## src/rtl/pc_stack.sv

```systemverilog
// Program counter with increment, load, and call/return through a LIFO return-address stack.
// Optional relative Load enabled by defining PC_STACK_REL_BRANCH_EN.
module pc_stack #(
  parameter int WIDTH      = 5,
  parameter int DEPTH      = 4,
  parameter int RESET_ADDR = 0
) (
  input  logic                       Clock,
  input  logic                       ResetN,
  input  logic                       Clear,
  input  logic                       Up,
  input  logic                       Load,
  input  logic                       Call,
  input  logic                       Ret,
  input  logic                       Rel,
  input  logic [WIDTH-1:0]           Target,
  input  logic [WIDTH-1:0]           Offset,
  output logic [WIDTH-1:0]           O,
  output logic [$clog2(DEPTH+1)-1:0] Level,
  output logic                       StackFull,
  output logic                       StackEmpty,
  output logic                       Fault
);

  localparam int LW = $clog2(DEPTH + 1);
  localparam int PW = (DEPTH > 1) ? $clog2(DEPTH) : 1;

  logic [WIDTH-1:0] o_reg, o_next;
  logic [LW-1:0]    level_reg, level_next;
  logic             fault_reg, fault_next;
  logic [WIDTH-1:0] stack_reg [DEPTH];

  logic [WIDTH-1:0] pc_inc;
  logic [WIDTH-1:0] load_val;
  logic [PW-1:0]    push_idx;
  logic [PW-1:0]    pop_idx;
  logic             push_en;
  logic             full;
  logic             empty;

  assign pc_inc   = o_reg + WIDTH'(1);
  assign full     = (level_reg == LW'(DEPTH));
  assign empty    = (level_reg == '0);
  // Push index is only used when not full, so it always fits the entry index.
  assign push_idx = PW'(level_reg);
  assign pop_idx  = PW'(level_reg - LW'(1));

`ifdef PC_STACK_REL_BRANCH_EN
  // Same-width add of the two's-complement offset gives sign extension and wrap for free.
  assign load_val = Rel ? (o_reg + Offset) : Target;
`else
  assign load_val = Target;
  logic unused_rel;
  assign unused_rel = &{1'b0, Rel, Offset};
`endif

  always_comb begin
    o_next     = o_reg;
    level_next = level_reg;
    fault_next = fault_reg;
    push_en    = 1'b0;
    if (Clear) begin
      o_next     = WIDTH'(RESET_ADDR);
      level_next = '0;
      fault_next = 1'b0;
    end else if (Ret) begin
      if (empty) begin
        fault_next = 1'b1;
      end else begin
        o_next     = stack_reg[pop_idx];
        level_next = level_reg - LW'(1);
      end
    end else if (Call) begin
      if (full) begin
        fault_next = 1'b1;
      end else begin
        push_en    = 1'b1;
        level_next = level_reg + LW'(1);
        o_next     = Target;
      end
    end else if (Load) begin
      o_next = load_val;
    end else if (Up) begin
      o_next = pc_inc;
    end
  end

  always_ff @(posedge Clock or negedge ResetN) begin
    if (!ResetN) begin
      o_reg     <= WIDTH'(RESET_ADDR);
      level_reg <= '0;
      fault_reg <= 1'b0;
    end else begin
      o_reg     <= o_next;
      level_reg <= level_next;
      fault_reg <= fault_next;
    end
  end

  // Each entry owns its own register so the write decode stays per-slot.
  for (genvar gi = 0; gi < DEPTH; gi++) begin : g_entry
    always_ff @(posedge Clock or negedge ResetN) begin
      if (!ResetN) begin
        stack_reg[gi] <= '0;
      end else if (push_en && (push_idx == PW'(gi))) begin
        stack_reg[gi] <= pc_inc;
      end
    end
  end

  assign O          = o_reg;
  assign Level      = level_reg;
  assign StackFull  = full;
  assign StackEmpty = empty;
  assign Fault      = fault_reg;

endmodule

```

## config.mk

```make
export PLATFORM = sky130hd
export DESIGN_NAME = pc_stack
export DESIGN_NICKNAME = d
export VERILOG_FILES = /design/src/rtl/pc_stack.sv
export SDC_FILE = /design/constraint.sdc
export NUM_CORES = 1
export LEC_CHECK = 0
export CORE_ASPECT_RATIO = 0.8
export CORE_UTILIZATION = 46
export DETAILED_ROUTE_END_ITERATION = 8
export GPL_ROUTABILITY_DRIVEN = 0
export PLACE_DENSITY_LB_ADDON = 0.08
export SLEW_MARGIN = 20
export SYNTH_ARGS = -nofsm -noshare
export SYNTH_HDL_FRONTEND = slang
export SYNTH_SLANG_ARGS = --single-unit
export TNS_END_PERCENT = 100
```

## constraint.sdc

```tcl
create_clock -name Clock -period 1.7 [get_ports Clock]
set_input_delay 0.255 -clock Clock [delete_from_list [all_inputs] [get_ports Clock]]
set_output_delay 0.255 -clock Clock [all_outputs]
set_load 0.005 [all_outputs]
```

* Yosys cells after proc, flatten, opt, wreduce, memory -nomap -nowiden *
Cells that the tools add are included.

storage, ports and cells
  bits in registers = 29
  output and inout port bits = 11

cells by class
  equal/unequal tests = 8
  mux-type cells = 24
  bitwise gates (word level) = 1
  order comparisons = 1
  $add $sub $neg = 3
  reduce and logical (&&, ||, !) cells = 12

operators by type and width
  kind                                                    number
  two-way mux 5 bit                                       9
  two-way mux 3 bit                                       5
  binary-select mux 5 bit (select 2 bit)                  1
  two-way mux 1 bit                                       9
  AND reduction 3 bit                                     3
  inequality test 3 bit (second input constant)           2
  nonzero test 3 bit                                      2
  adder 5 x 1 -> 5 bit (second input constant)            1
  nonzero test 5 bit                                      1
  == test 2 bit (second input constant)                   2
  logical AND 1 bit                                       4
  inequality test 4 bit (second input constant)           1
  adder 3 x 1 -> 3 bit (second input constant)            1
  == test 3 bit (second input constant)                   1
  >= comparator 3 bit (second input constant)             1
  zero test 3 bit                                         1
  inequality test 3 x 2 -> 1 bit (second input constant)  1
  NOT 2 -> 3 bit                                          1
  subtractor 3 x 1 -> 3 bit (second input constant)       1
  == test 2 x 1 -> 1 bit (second input constant)          1
  zero test 2 bit                                         1

* Longest topological paths before layout *
Gate-level depths: netlist of the first run.

  depth in word-level cells = 8
  mapped depth = 8
  depth with buffers taken out = 6

* Worst setup path after synthesis of the first run *
No wires, ideal clock.

  path kind = register to register
  start = register level_reg[0], in the netlist Level[0]
  end = register o_reg[2], in the netlist O[2]
  path slack = -0.196 ns
  setup time = 0.096 ns
  arrival = 1.801 ns
  cell stages (with the launch flop) = 8
  data required time = 1.604 ns
  clock period less this slack = 1.896 ns
  cell sequence = dfrtp_1 > buf_2 > inv_1 > ha_1 > clkbuf_1 > mux4_2 > nand2_1 > a311oi_2

between the ends
  word-level cells in the longest chain between the ends = 8

ends and longest elaborated chain
  item                                                  line  text
  start, declared                                       29    logic [LW-1:0] level_reg, level_next;
  start signal, assigned                                95    level_reg <= level_next;
  subtractor 3 x 1 -> 3 bit                             n/a
  NOT 2 -> 3 bit (implied by the code)                  70    o_next = stack_reg[pop_idx];
  binary-select mux 5 bit (select 2 bit)                70
  two-way mux 5 bit (implied by the code) (2 in a row)  70
  two-way mux 5 bit                                     67    if (empty) begin
  two-way mux 5 bit                                     66    end else if (Ret) begin
  two-way mux 5 bit                                     62    if (Clear) begin
  end signal, assigned                                  90    o_reg <= WIDTH'(RESET_ADDR);
  end signal, assigned                                  94    o_reg <= o_next;
  end, declared                                         28    logic [WIDTH-1:0] o_reg, o_next;

Several ways; a longest one is shown, not always the timed one. The select of a mux whose other input is x is not followed.
A chain may end at the register's enable or synchronous reset.

* Worst setup path in the final report of the first run *
  start = register level_reg[0], in the netlist Level[0]
  end = register level_reg[1], in the netlist Level[1]

between the ends
  word-level cells in the longest chain between the ends = 5

ends and longest elaborated chain
  item                  line  text
  adder 3 x 1 -> 3 bit  78    level_next = level_reg + LW'(1);
  two-way mux 3 bit     74    if (full) begin
  two-way mux 3 bit     73    end else if (Call) begin
  two-way mux 3 bit     66
  two-way mux 3 bit     62

Several ways; a longest one is shown, not always the timed one. The select of a mux whose other input is x is not followed.

==> run_results.csv, run 1 <==
group,metric,value,unit
routing,drc,0,
grt,grt_pass1_vias,1221,
routing,viasPerCell,5.45,
logic_synthesis,syn_inst,150,
grt,busiest_layer,"met2",
sta,tightest_slew,0.433,ns
worst_setup_path,path_max_fanout,7,
grt,track_usage,0.237,
sta,slew_headroom,0.710,
worst_setup_path,cp-start-kind,"register",
sta,fmax,0.607,GHz
cells_and_area,fillers,255,
sta,min_period_over_period,0.968,
outcome,status,"complete, no violations",
die,num_rows,18,
cells_and_area,antenna_cells,0,
die,core_region_area,3150,um2
clock_tree,clock_latency,0.29,ns
cells_and_area,largest_register_ffs,20,
worst_setup_path,cp_data_arrival_time,1.85,ns
worst_setup_path,cp.required,1.91,ns
cells_and_area,area_growth,35.8,%
logic_synthesis,yosysTopAreaCell,"dfrtp_1",
routing,final_antenna_net_count,0,
routing,drt_first_pass_iters,4,
clock_tree,h-tree-depth,2,
routing,drt-initial-drc-count,99,
sta,rsz0062_at_grt,"yes",
sta,hold_viol,0,
logic_synthesis,ys_seq_area_frac,0.468,
power,irDropWorstVdd,1.04,mV
power,finalPower,0.00292,W
grt,grt-ovfl-total,0,
die,start_util,0.492,
logic_synthesis,synthDominantCellAreaShare,0.468,
logic_synthesis,ys_top_cells_by_area,"dfrtp_1 (47%), o21ai_0 (5.8%), mux4_2 (5.8%), nand2_1 (5.6%), ha_1 (4.8%)",
cells_and_area,final_net_count,221,
sta,period_minus_slack,1.65,ns
sta,setup_violations,0,
die,die_x,66.9,um
logic_synthesis,synth-seq-cells,29,
logic_synthesis,synth_area,1550,um2
place,placedCellCount,226,
grt,met1_usage,0.334,
logic_synthesis,ys_warn_count,0,
clock_tree,clock_path_buffers,2,
grt,antenna_found_initial,0,
die,ios,29,
power,p_leak,0.937,nW
grt,grtUsageMet2,0.345,
cells_and_area,finalNonFillerCells,238,
cells_and_area,drive_above_1_share,0.288,
place,portBuffers,22,
logic_synthesis,ys_types,30,
routing,wl,3750,um
hold_path,hold_class,"in2async",
worst_setup_path,reg2reg_depth,7,
logic_synthesis,synth_nets,174,
place,place_hpwl,2630,um
clock_tree,cts_made_buffers,5,
clock_tree,cts_tree,"built",
sta,clock-skew-final,0.00249,ns
die,die_h,53.9,um
worst_setup_path,critPathKind,"reg2reg",
worst_setup_path,endpoint_kind,"register",
flow_run,cap_viol_max_count,0,
routing,via_count,1297,
grt,grt_pass1_wl,6010,um
grt,use_met3,0.0763,
grt,grt_max_degree,30,
clock_tree,clock_sinks,29,
clock_tree,cts_hold_buf,0,
sta,tns,0,ns
routing,routedWlPerCell,15.8,um
logic_synthesis,synth.avg_cell_area,10.3,um2
clock_tree,clk_pin_slew,0.06,ns
sta,maxSlewViolCount,0,
clock_tree,ctsRootBufferMaster,"clkbuf_8",
power,p_per_area,1390,nW/um2
die,dieArea,3610,um2
==> layout by cell type, fill, tap and decap left out, types with 2 or more instances in the layout <==
cell             count
a211o_1              5
a311oi_2             4
buf_4               20
buf_6                4
clkbuf_8             5
clkdlybuf4s50_1     20
clkinv_2             2
dfrtp_1             29
ha_1                 5
inv_1                3
inv_2                2
mux2_2               5
mux2i_1              4
mux4_2               4
nand2_1             23
nand3_1              4
nand3_2              4
nand3b_1             2
nor2_1              14
o21ai_0             16
o21ai_1              2
xnor2_1              2
xor2_1               2
==> final timing paths <==
check / startpoint / end / slack [ns]
max in group asynchronous: ResetN / Level[1] / 1.07
hold / removal: ResetN / O[4] / 0.35
min in group Clock: stack_reg[17] / stack_reg[17] / 0.48
hold reg to reg: stack_reg[17] / stack_reg[17] / 0.48
setup / recovery: Level[0] / Level[1] / 0.05
setup reg to reg: Level[0] / Level[1] / 0.05
==> where the power goes <==
group	internal, W	leakage, nW	switching [W]	total (W)
Combinational	0.000684	0.508	0.000591	0.00127
Clock	0.000283	0.0450	0.000267	0.000550
Sequential	0.000930	0.384	0.000163	0.00109
==> cell families (layout without fill, tap and decap cells) <==
logic type / count (synthesis) / in the layout / share of synthesized area
buffers and inverters: 11 / 59 / 0.0339
AND/OR/NAND/NOR: 54 / 54 / 0.155
XOR/XNOR: 4 / 4 / 0.0226
multiplexers: 13 / 13 / 0.120
flip-flops: 29 / 29 / 0.468
AO/OA/AOI/OAI: 33 / 33 / 0.152
adder cells (fa/ha/maj): 6 / 6 / 0.0484
==> critical path: stages, from the launching register on <==
cell	delay, ns
dfrtp_1	0.38
inv_2	0.07
ha_4	0.17
buf_4	0.15
a21boi_4	0.25
nor2_1	0.07
a211o_1	0.31
a21oi_2	0.17
==> synthesized netlist by cell type <==
master and number:
nand3_1 8, nor2b_1 1, a31oi_1 1, mux2i_1 4
mux2_2 5, a311oi_2 4, o21ai_0 18, nand4b_1 1
and2_1 1, buf_6 1, dfrtp_1 29, xor2_1 2
mux4_2 4, a21oi_1 2, o211ai_1 1, ha_1 6
xnor2_1 2, clkbuf_1 2, nor3_1 1, and3_1 1
or4_1 1, o22ai_1 1, nand3b_1 2, nor2_1 14
nor2_2 1, inv_1 5, nand2_1 23, a211o_1 5
a21boi_2 1, buf_2 3
==> final cells by class <==
cell class | count | area [um2] | area share
clock inverter | 2 | 10.0 | 0.00475
inverter | 5 | 18.8 | 0.00891
tap | 40 | 50.0 | 0.0238
clock buffer | 6 | 72.6 | 0.0345
sequential | 29 | 726 | 0.345
timing repair buffer | 46 | 409 | 0.194
multi-input combinational | 110 | 820 | 0.389
==> stage by stage <==
step / hold slack, ns / worst slack, ns / cell area (um2) / utilization
final: 0.347 / 0.0537 / 2110 / 0.668
after detailed placement: 0.472 / -0.248 / 1970 / 0.624
after floorplan: -0.0406 / 0.0175 / 1590 / -
after global placement: 0.457 / -0.188 / 1970 / 0.624
after CTS: 0.352 / 0.0440 / 2090 / 0.663
after global routing: 0.403 / -0.0368 / 2110 / 0.668
==> timing repair <==
item	CTS	global route
setup buffers	4	0
resized for setup	7	8
pin swaps	1	3
setup endpoints to repair	2	18
==> layer usage <==
metal,vias to the layer above,part of all wire
li1,624,-
met1,624,0.49
met2,44,0.43
met3,5,0.067
met4,0,0.011
met5,-,0
(Power assumes the default switching activity.)
==> inputs of run 2 (changes only) <==
--- a/config.mk
+++ b/config.mk
@@ -5,6 +5,7 @@
 export SDC_FILE = /design/constraint.sdc
 export NUM_CORES = 1
 export LEC_CHECK = 0
+export CAP_MARGIN = 5
 export CORE_ASPECT_RATIO = 0.8
 export CORE_UTILIZATION = 46
 export DETAILED_ROUTE_END_ITERATION = 8
==> results of run 2 <==
No change in the layout: final DEF, timing and power equal those of run 1.
==> inputs of run 3 (changes only) <==
--- a/config.mk
+++ b/config.mk
@@ -7,7 +7,7 @@
 export LEC_CHECK = 0
 export CAP_MARGIN = 5
 export CORE_ASPECT_RATIO = 0.8
-export CORE_UTILIZATION = 46
+export CORE_UTILIZATION = 45
 export DETAILED_ROUTE_END_ITERATION = 8
 export GPL_ROUTABILITY_DRIVEN = 0
 export PLACE_DENSITY_LB_ADDON = 0.08
==> run 3 against run 2 <==
Compared with the run above:
- utilization rose by 0.12 points
- sequential cell count unchanged
- clock power is 12% higher
- count of clock-buffer cells in the layout rose by 1
- critical endpoint is now Level[2]
==> run_results.csv, run 3 (synthesized netlist as in run 1, its figures left out) <==
group,metric,value,unit
outcome,status,"complete, no violations",
worst_setup_path,crit_path_end,"Level[2]",
sta,slew_headroom,0.713,
die,core_region_area,3180,um2
cells_and_area,antenna_cells,0,
grt,grt_pass1_vias,1204,
die,start_util,0.488,
sta,setup_violations,0,
worst_setup_path,critical-path-top-delay-family,"buffers and inverters",
clock_tree,clock_path_buffers,2,
sta,tns,0,ns
power,p_per_area,1400,nW/um2
cells_and_area,final_cell_mix,"dfrtp_1 (29), buf_4 (24), nand2_1 (23)",
routing,drt_first_pass_iters,4,
worst_setup_path,critPathSlowestCell,"clkdlybuf4s50_1",
clock_tree,cts_made_buffers,5,
flow_run,cap_viol_max_count,0,
sta,maxSlewViolCount,0,
die,num_rows,18,
die,dieArea,3680,um2
worst_setup_path,crit_buf_inv,1,
cells_and_area,final_area,2120,um2
die,die_h,54.5,um
routing,routedWlPerCell,15.5,um
worst_setup_path,reg2reg_from,"Level[0]",
routing,viasPerCell,5.38,
cells_and_area,final_common_cell,"dfrtp_1",
worst_setup_path,r2r_end,"Level[1]",
routing,wl,3700,um
worst_setup_path,cp-start-kind,"register",
grt,grt-ovfl-total,0,
worst_setup_path,cp_slowest_stage_delay,0.56,ns
worst_setup_path,critPathKind,"reg2out",
worst_setup_path,endpoint_kind,"output port",
sta,hold_viol,0,
grt,grt_pass1_wl,5980,um
cells_and_area,final_net_count,222,
clock_tree,clock_sinks,29,
clock_tree,cts_tree,"built",
place,placed_cell_area,1970,um2
clock_tree,ctsRootBufferMaster,"clkbuf_8",
sta,rsz0062_at_grt,"no",
worst_setup_path,reg2reg_depth,7,
die,die_x,67.6,um
die,ios,29,
cells_and_area,drive_above_1_share,0.286,
clock_tree,clock_latency,0.28,ns
sta,tightest_slew,0.427,ns
worst_setup_path,cp-startpoint,"Level[2]",
clock_tree,clk_pin_slew,0.06,ns
worst_setup_path,cp_num_cells,1,
place,place_hpwl,2610,um
hold_path,hold_class,"in2async",
worst_setup_path,cp_data_arrival_time,1.37,ns
cells_and_area,area_growth,37.0,%
grt,antenna_found_initial,0,
worst_setup_path,path_cells,"clkdlybuf4s50_1",
sta,period_minus_slack,1.63,ns
clock_tree,h-tree-depth,2,
worst_setup_path,path_max_fanout,9,
sta,fmax,0.614,GHz
power,p_leak,0.949,nW
place,portBuffers,22,
sta,clock-skew-final,0.00498,ns
routing,final_antenna_net_count,0,
grt,track_usage,0.232,
grt,grt_max_degree,30,
worst_setup_path,cp.required,1.44,ns
routing,drc,0,
worst_setup_path,reg2reg_slack,0.07,ns
routing,drt-initial-drc-count,99,
sta,min_period_over_period,0.958,
power,irDropWorstVdd,0.809,mV
cells_and_area,largest_register_ffs,20,
routing,via_count,1285,
clock_tree,cts_hold_buf,0,
run 3: cell count changes in the layout (fill, tap and decap cells not counted), sizes merged:
cell / before / now
buf: 24 / 25
clkinv: 2 / 1
dlygate4sd2: 1 / 2
run 3: routing by layer:
metal / GRT usage / routed length, um
met1: 0.325 / 1840
met4: 0.0851 / 58
met3: 0.0583 / 202
met5: 0 / 0
met2: 0.347 / 1600
run 3: worst min-delay path by stage:
stage                               to    startpoint  depth (start not counted)  slack (ns)
after floorplan                  Fault        ResetN                          0       -0.04
after global placement    stack_reg[2]  stack_reg[2]                          2        0.46
after detailed placement  stack_reg[2]  stack_reg[2]                          2        0.47
after CTS                         O[2]        ResetN                          2        0.37
after global routing              O[4]        ResetN                          2        0.39
final                             O[4]        ResetN                          2        0.36
run 3: layout make-up:
| cell class | instances | area (um2) |
|---|---|---|
| fillers | 258 | 1050 |
| multi-input cells | 110 | 820 |
| flip-flops and latches | 29 | 726 |
| repair buffers | 47 | 409 |
| clock buffers | 7 | 96.3 |
| well taps | 40 | 50.0 |
| inverters | 5 | 18.8 |
| clock inverters | 1 | 5.00 |
run 3: what timing repair did:
item,CTS,global route
buffers inserted,4,0
setup endpoints to repair,2,11
pin swaps,1,2
resized for setup,6,4
run 3: metrics by stage:
| stage | setup WS, ns | std cells | hold slack, ns | total power, W | utilization |
|---|---|---|---|---|---|
| 2_1_floorplan | 0.0175 | 150 | -0.0406 | 0.00181 | - |
| 3_3_place_gp | -0.208 | 227 | 0.457 | 0.00223 | 0.622 |
| 3_5_place_dp | -0.235 | 227 | 0.470 | 0.00227 | 0.622 |
| 4_1_cts | 0.0625 | 239 | 0.367 | 0.00298 | 0.667 |
| 5_1_grt | 0.000719 | 239 | 0.394 | 0.00320 | 0.669 |
| 6_report | 0.0711 | 239 | 0.358 | 0.00298 | 0.669 |
run 3: report_power, final:
part	total (W)	switching [W]	internal [W]	leakage, nW
Sequential	0.00108	0.000154	0.000929	0.384
Combinational	0.00128	0.000591	0.000687	0.511
Clock	0.000617	0.000252	0.000365	0.0542
Total	0.00298	0.000997	0.00198	0.949
